<file path="src/rtl/mmio_pkg.sv">
// Shared constants for the memory-mapped UART transmitter: register offsets,
// STATUS bit positions and the transmit FSM state type.
package mmio_pkg;

  localparam logic [1:0] TXDATA_OFS = 2'd0;
  localparam logic [1:0] STATUS_OFS = 2'd1;
  localparam logic [1:0] CTRL_OFS   = 2'd2;

  localparam int STAT_ACTIVE_BIT = 0;
  localparam int STAT_FULL_BIT   = 1;
  localparam int STAT_EMPTY_BIT  = 2;
  localparam int STAT_OVF_BIT    = 3;
  localparam int STAT_COUNT_LSB  = 8;

  typedef enum logic [2:0] {
    ST_IDLE   = 3'd0,
    ST_START  = 3'd1,
    ST_DATA   = 3'd2,
    ST_PARITY = 3'd3,
    ST_STOP   = 3'd4
  } uart_tx_state_t;

endpackage

</file>
<file path="src/rtl/sync_fifo.sv">
// Single-clock FIFO with registered occupancy count; pushes while full and
// pops while empty are ignored.
module sync_fifo #(
  parameter int WIDTH = 8,
  parameter int DEPTH = 8
) (
  input  logic                     clk,
  input  logic                     reset,
  input  logic                     push,
  input  logic                     pop,
  input  logic [WIDTH-1:0]         din,
  output logic [WIDTH-1:0]         dout,
  output logic                     full,
  output logic                     empty,
  output logic [$clog2(DEPTH):0]   count
);

  localparam int AW = $clog2(DEPTH);

  logic [WIDTH-1:0] mem [DEPTH];
  logic [AW-1:0]    wptr;
  logic [AW-1:0]    rptr;
  logic             do_push;
  logic             do_pop;

  assign full    = (count == (AW+1)'(DEPTH));
  assign empty   = (count == '0);
  assign do_push = push && !full;
  assign do_pop  = pop && !empty;
  assign dout    = mem[rptr];

  always_ff @(posedge clk or negedge reset) begin
    if (!reset) begin
      wptr  <= '0;
      rptr  <= '0;
      count <= '0;
    end else begin
      if (do_push) wptr <= wptr + AW'(1);
      if (do_pop)  rptr <= rptr + AW'(1);
      case ({do_push, do_pop})
        2'b10:   count <= count + (AW+1)'(1);
        2'b01:   count <= count - (AW+1)'(1);
        default: count <= count;
      endcase
    end
  end

  // Storage is not reset; the pointers alone define what is valid.
  always_ff @(posedge clk) begin
    if (do_push) mem[wptr] <= din;
  end

endmodule

</file>
<file path="src/rtl/mmio_uart_tx.sv">
// Memory-mapped UART transmitter: CPU stores fill a TX FIFO that is sent 8N1 on txd.
// Define MMIO_UART_TX_PARITY_EN to insert an even-parity bit after the data bits.
//
// state     | meaning
// ST_IDLE   | line idle (txd=1), pops next byte when FIFO non-empty
// ST_START  | start bit (txd=0)
// ST_DATA   | 8 data bits, LSB first
// ST_PARITY | even parity bit (parity builds only)
// ST_STOP   | stop bit (txd=1)
module mmio_uart_tx
  import mmio_pkg::*;
#(
  parameter logic [31:0] BASE_ADDR    = 32'h0000_1000,
  parameter int          CLKS_PER_BIT = 16,
  parameter int          FIFO_DEPTH   = 8
) (
  input  logic        clk,
  input  logic        reset,
  input  logic        memwrite,
  input  logic [31:0] addr,
  input  logic [31:0] wd,
  output logic        sel,
  output logic [31:0] rd,
  output logic        txd,
  output logic        tx_busy
);

  localparam int TW = $clog2(CLKS_PER_BIT);
  localparam int CW = $clog2(FIFO_DEPTH) + 1;
  localparam logic [TW-1:0] TIMER_RELOAD = TW'(CLKS_PER_BIT - 1);

  uart_tx_state_t state;
  logic [TW-1:0]  timer;
  logic [2:0]     idx;
  logic [7:0]     shreg;
  logic           txd_q;
  logic           overflow;

  logic [1:0]     ofs;
  logic           wr_txdata;
  logic           wr_ctrl;
  logic           fifo_pop;
  logic [7:0]     fifo_dout;
  logic           fifo_full;
  logic           fifo_empty;
  logic [CW-1:0]  fifo_count;
  logic [31:0]    status;
  logic           unused_bits;

  assign ofs       = addr[3:2];
  assign sel       = (addr[31:4] == BASE_ADDR[31:4]);
  assign wr_txdata = memwrite && sel && (ofs == TXDATA_OFS);
  assign wr_ctrl   = memwrite && sel && (ofs == CTRL_OFS);
  assign fifo_pop  = (state == ST_IDLE) && !fifo_empty;
  assign unused_bits = ^{wd[31:8], addr[1:0]};

  sync_fifo #(.WIDTH(8), .DEPTH(FIFO_DEPTH)) u_fifo (
    .clk   (clk),
    .reset (reset),
    .push  (wr_txdata),
    .pop   (fifo_pop),
    .din   (wd[7:0]),
    .dout  (fifo_dout),
    .full  (fifo_full),
    .empty (fifo_empty),
    .count (fifo_count)
  );

  always_comb begin
    status                  = '0;
    status[STAT_ACTIVE_BIT] = (state != ST_IDLE);
    status[STAT_FULL_BIT]   = fifo_full;
    status[STAT_EMPTY_BIT]  = fifo_empty;
    status[STAT_OVF_BIT]    = overflow;
    status[STAT_COUNT_LSB +: 8] = 8'(fifo_count);
  end

  assign rd      = (sel && (ofs == STATUS_OFS)) ? status : 32'h0;
  assign txd     = txd_q;
  assign tx_busy = (state != ST_IDLE) || !fifo_empty;

  // A dropped push outranks a clear landing on the same edge.
  always_ff @(posedge clk or negedge reset) begin
    if (!reset) begin
      overflow <= 1'b0;
    end else if (wr_txdata && fifo_full) begin
      overflow <= 1'b1;
    end else if (wr_ctrl && wd[0]) begin
      overflow <= 1'b0;
    end
  end

`ifdef MMIO_UART_TX_PARITY_EN
  logic par_q;

  always_ff @(posedge clk or negedge reset) begin
    if (!reset)        par_q <= 1'b0;
    else if (fifo_pop) par_q <= ^fifo_dout;
  end
`endif

  // txd is registered from the transition itself so it changes on the same
  // edge as the state.
  always_ff @(posedge clk or negedge reset) begin
    if (!reset) begin
      state <= ST_IDLE;
      timer <= '0;
      idx   <= '0;
      shreg <= '0;
      txd_q <= 1'b1;
    end else if (state == ST_IDLE) begin
      if (fifo_pop) begin
        state <= ST_START;
        timer <= TIMER_RELOAD;
        shreg <= fifo_dout;
        txd_q <= 1'b0;
      end
    end else if (timer != '0) begin
      timer <= timer - TW'(1);
    end else begin
      timer <= TIMER_RELOAD;
      case (state)
        ST_START: begin
          state <= ST_DATA;
          idx   <= '0;
          txd_q <= shreg[0];
          shreg <= {1'b0, shreg[7:1]};
        end
        ST_DATA: begin
          if (idx == 3'd7) begin
`ifdef MMIO_UART_TX_PARITY_EN
            state <= ST_PARITY;
            txd_q <= par_q;
`else
            state <= ST_STOP;
            txd_q <= 1'b1;
`endif
          end else begin
            idx   <= idx + 3'd1;
            txd_q <= shreg[0];
            shreg <= {1'b0, shreg[7:1]};
          end
        end
`ifdef MMIO_UART_TX_PARITY_EN
        ST_PARITY: begin
          state <= ST_STOP;
          txd_q <= 1'b1;
        end
`endif
        ST_STOP: begin
          state <= ST_IDLE;
          timer <= '0;
          txd_q <= 1'b1;
        end
        default: begin
          state <= ST_IDLE;
          timer <= '0;
          txd_q <= 1'b1;
        end
      endcase
    end
  end

endmodule

</file>
<file path="config.mk">
export PLATFORM = sky130hd
export DESIGN_NAME = mmio_uart_tx
export DESIGN_NICKNAME = d
export VERILOG_FILES = /design/src/rtl/mmio_pkg.sv /design/src/rtl/sync_fifo.sv /design/src/rtl/mmio_uart_tx.sv
export SDC_FILE = /design/constraint.sdc
export NUM_CORES = 1
export LEC_CHECK = 0
export ABC_AREA = 1
export CORE_MARGIN = 2
export CORE_UTILIZATION = 55
export CTS_CLUSTER_DIAMETER = 30
export DETAILED_ROUTE_END_ITERATION = 8
export PLACE_DENSITY = 0.82
export SLEW_MARGIN = 40
export SYNTH_ARGS = -nofsm -noshare
export SYNTH_HDL_FRONTEND = slang
export SYNTH_HIERARCHICAL = 1
export SYNTH_SLANG_ARGS = --single-unit
</file>
<file path="constraint.sdc">
create_clock -name clk -period 5.4 [get_ports clk]
set_input_delay 0.54 -clock clk [delete_from_list [all_inputs] [get_ports clk]]
set_output_delay 0.54 -clock clk [all_outputs]
set_load 0.02 [all_outputs]
</file>
==> flow_metrics.env <==
export IMPL_slowest_stage="clkdlybuf4s50_1"
export IMPL_rsz0062_at_grt="false"
export IMPL_via_count=3473
export IMPL_netlist_area_um2=4810
export IMPL_track_usage_pct=19.2
export IMPL_synth_xor_area_share_pct=1.09
export IMPL_yosys_area_share_adder_pct=2.50
export IMPL_async_reset_ff_share_pct=31.9
export IMPL_ff2ff_setup_slack_ns=2.98
export IMPL_fmax_mhz=328
export IMPL_ys_seq_elements=94
export IMPL_cts_root_buffer="clkbuf_8"
export IMPL_period_needed_ns=3.05
export IMPL_dominantRegCellSynth="edfxtp_1"
export IMPL_hold_buffers=0
export IMPL_seq_area_frac_synth_pct=55.6
export IMPL_holdPathStages=2
export IMPL_hold_path_end="shreg[6]$_DFFE_PN0P_"
export IMPL_timing_final_crit_share_pct=56.5
export IMPL_fin_tns_setup_ns=0
export IMPL_cp_start_kind="input pin"
export IMPL_synth_edf_count=64
export IMPL_pin_count=102
export IMPL_drcViolationCount=0
export IMPL_r2r_end="u_fifo/count[3]$_DFFE_PN0P_"
export IMPL_hold_ws_ns=0.501
export IMPL_synth_top_family_by_area="simple AND/OR/NAND/NOR gates"
export IMPL_drtAntennaViolNets=0
export IMPL_yosys_cell_types_count=34
export IMPL_grt_max_degree=67
export IMPL_synth_warnings=6
export IMPL_cts_buffer_depth=2
export IMPL_die_w_um=97.5
export IMPL_cp_cell_sequence="clkdlybuf4s50_1 > inv_1 > nor2_1 > nand2_1 > nor2_1 > nand2_1 > nor2_1 > nand3_2 > nor2_1 > clkdlybuf4s50_1"
export IMPL_final_cells=716
export IMPL_die_h_um=97.5
export IMPL_grt_pass1_vias=3327
export IMPL_cts_resized_gates=0
export IMPL_worstPathMaxFanout=8
export IMPL_crit_top_cell="nor2_1"
export IMPL_yosys_area_share_simple_pct=24.7
export IMPL_clk_latency_ns=0.36
export IMPL_htreeDepth=3
export IMPL_diodes=0
export IMPL_critPathKind="input pin to output port"
export IMPL_r2r_cells=13
export IMPL_status="completed"
export IMPL_grt_ovfl_total=0
export IMPL_p_leak_nw=2.45
export IMPL_cts_setup_buffers=0
export IMPL_rows=34
export IMPL_cts_tree="built"
export IMPL_drt_iter0_drc=165
export IMPL_gp_congestion=0.784
export IMPL_finalHoldViolCount=0
export IMPL_min_path_type="flop to flop"
export IMPL_antenna_found_initial=0
export IMPL_grt_first_pass_wirelength_um=14700
export IMPL_synth_area_per_cell_um2=8.82
export IMPL_p_per_area_nw_per_um2=247
export IMPL_clkTransAtPathRegs_ns=0.09
export IMPL_synth_compound_area_share_pct=3.36
export IMPL_drive_gt1_share_pct=6.74
export IMPL_synth_top_cell_by_area="edfxtp_1"
export IMPL_layout_common_cells="nand2_1, nor2_1, inv_1"
export IMPL_routedWlPerCell_um=12.1
export IMPL_synthMuxAreaShare_pct=1.46
export IMPL_drt_wl_total_um=8640
export IMPL_core_region_area_um2=8590
export IMPL_drv_cap=0
export IMPL_hold_start="shreg[6]$_DFFE_PN0P_"
export IMPL_viasPerCell=4.85
export IMPL_cts_made_buffers=9
export IMPL_dr_pass1_iters=4
export IMPL_initial_utilization_pct=56.0
export IMPL_drv_slew=0
export IMPL_cp_required_ns=4.86
export IMPL_io_buffers=51
export IMPL_total_power_mw=1.38
export IMPL_cp_end_kind="output port"
export IMPL_netlist_area_leader_share_pct=40.0
export IMPL_relSlewSlack_pct=40.4
export IMPL_peakVddDrop_mv=0.161
export IMPL_arrival_ns=2.51
export IMPL_die_area_um2=9510
export IMPL_fin_nets=679
export IMPL_setup_violations_final=0
export IMPL_placedCellCount=700
export IMPL_tightest_slew_ns=0.887
export IMPL_slowest_delay_ns=0.61
export IMPL_synthCells=545
export IMPL_clock_sinks=94
export IMPL_syn_to_final_growth_pct=16.1
export IMPL_post_route_util_pct=65.0
export IMPL_final_common_cell="nand2_1"
export IMPL_timing_rr_start="u_fifo/count[0]$_DFFE_PN0P_"
export IMPL_finClkSkew_ns=0.00981
export IMPL_dp_hpwl_um=6090
export IMPL_synthTopCellsByArea="edfxtp_1, dfrtp_1, nand2_1"
==> registers in the layout, summed over array words and instances, names as in the netlist <==
name          cells
shreg             8
state             3
u_fifo/rptr       3
txd               1
idx               3
u_fifo/mem       64
overflow          1
u_fifo/wptr       3
timer             4
u_fifo/count      4
==> critical path, delay by kind of cell <==
family / cells / cell delay (ns)
buffers and inverters: 3 / 1.09
and+or+nand+nor: 7 / 0.87
==> metal layers <==
metal	track usage (%)	share of wire, %
met5	0	0
met4	6.84	0.96
met3	3.67	5.9
met2	33.9	52
met1	23.4	41
==> per-stage QoR <==
stage,area (um^2),setup WS [ns]
floorplan,4890,2.55
global placement,5340,2.18
detailed placement,5340,2.16
CTS,5580,2.33
global route,5580,2.00
finish,5580,2.35
==> synthesized netlist by cell type (3+ instances only) <==
master,n
ha_1,8
edfxtp_1,64
xnor2_1,4
o21ai_0,15
mux2i_1,7
o21ai_1,6
nand2_1,165
nor2_1,98
nor3_1,10
buf_6,5
inv_1,67
buf_2,5
nand3_1,8
dfrtp_1,29
a21oi_1,3
buf_4,26
==> how the worst max path moves through the flow <==
stage,startpoint,endpoint,slack (ns),cells after the start
5_1_grt,addr[12],rd[9],2.00,10
4_1_cts,addr[11],rd[8],2.33,9
3_5_place_dp,addr[11],u_fifo/mem[5][2]$_DFFE_PP_,2.16,10
6_report,addr[12],rd[8],2.35,10
2_1_floorplan,addr[27],u_fifo/count[3]$_DFFE_PN0P_,2.55,15
3_3_place_gp,addr[12],u_fifo/mem[5][2]$_DFFE_PP_,2.18,11
==> report_power, final <==
part | leakage (nW) | switching (mW) | total (mW) | internal, mW
Combinational | 1.34 | 0.0305 | 0.0581 | 0.0276
Sequential | 0.985 | 0.00000134 | 0.770 | 0.770
Clock | 0.121 | 0.244 | 0.553 | 0.309
Total | 2.45 | 0.275 | 1.38 | 1.11
==> area by class of cell <==
| type | count | area [um^2] |
|---|---|---|
| fill | 692 | 3010 |
| sequential | 94 | 2670 |
| multi-input combinational | 368 | 1690 |
| timing repair buffer | 61 | 586 |
| inverter | 69 | 259 |
| tap | 108 | 135 |
| clock buffer | 9 | 124 |
| clock inverter | 7 | 120 |
==> logic make-up after synthesis <==
family | after synthesis
AND/OR/NAND/NOR | 294
buffers and inverters | 106
flip-flops | 94
AO/OA/AOI/OAI | 28
adder cells (fa/ha/maj) | 9
multiplexers | 7
XOR/XNOR | 6
other | 1
No activity file was read; power rests on OpenSTA's default activity.
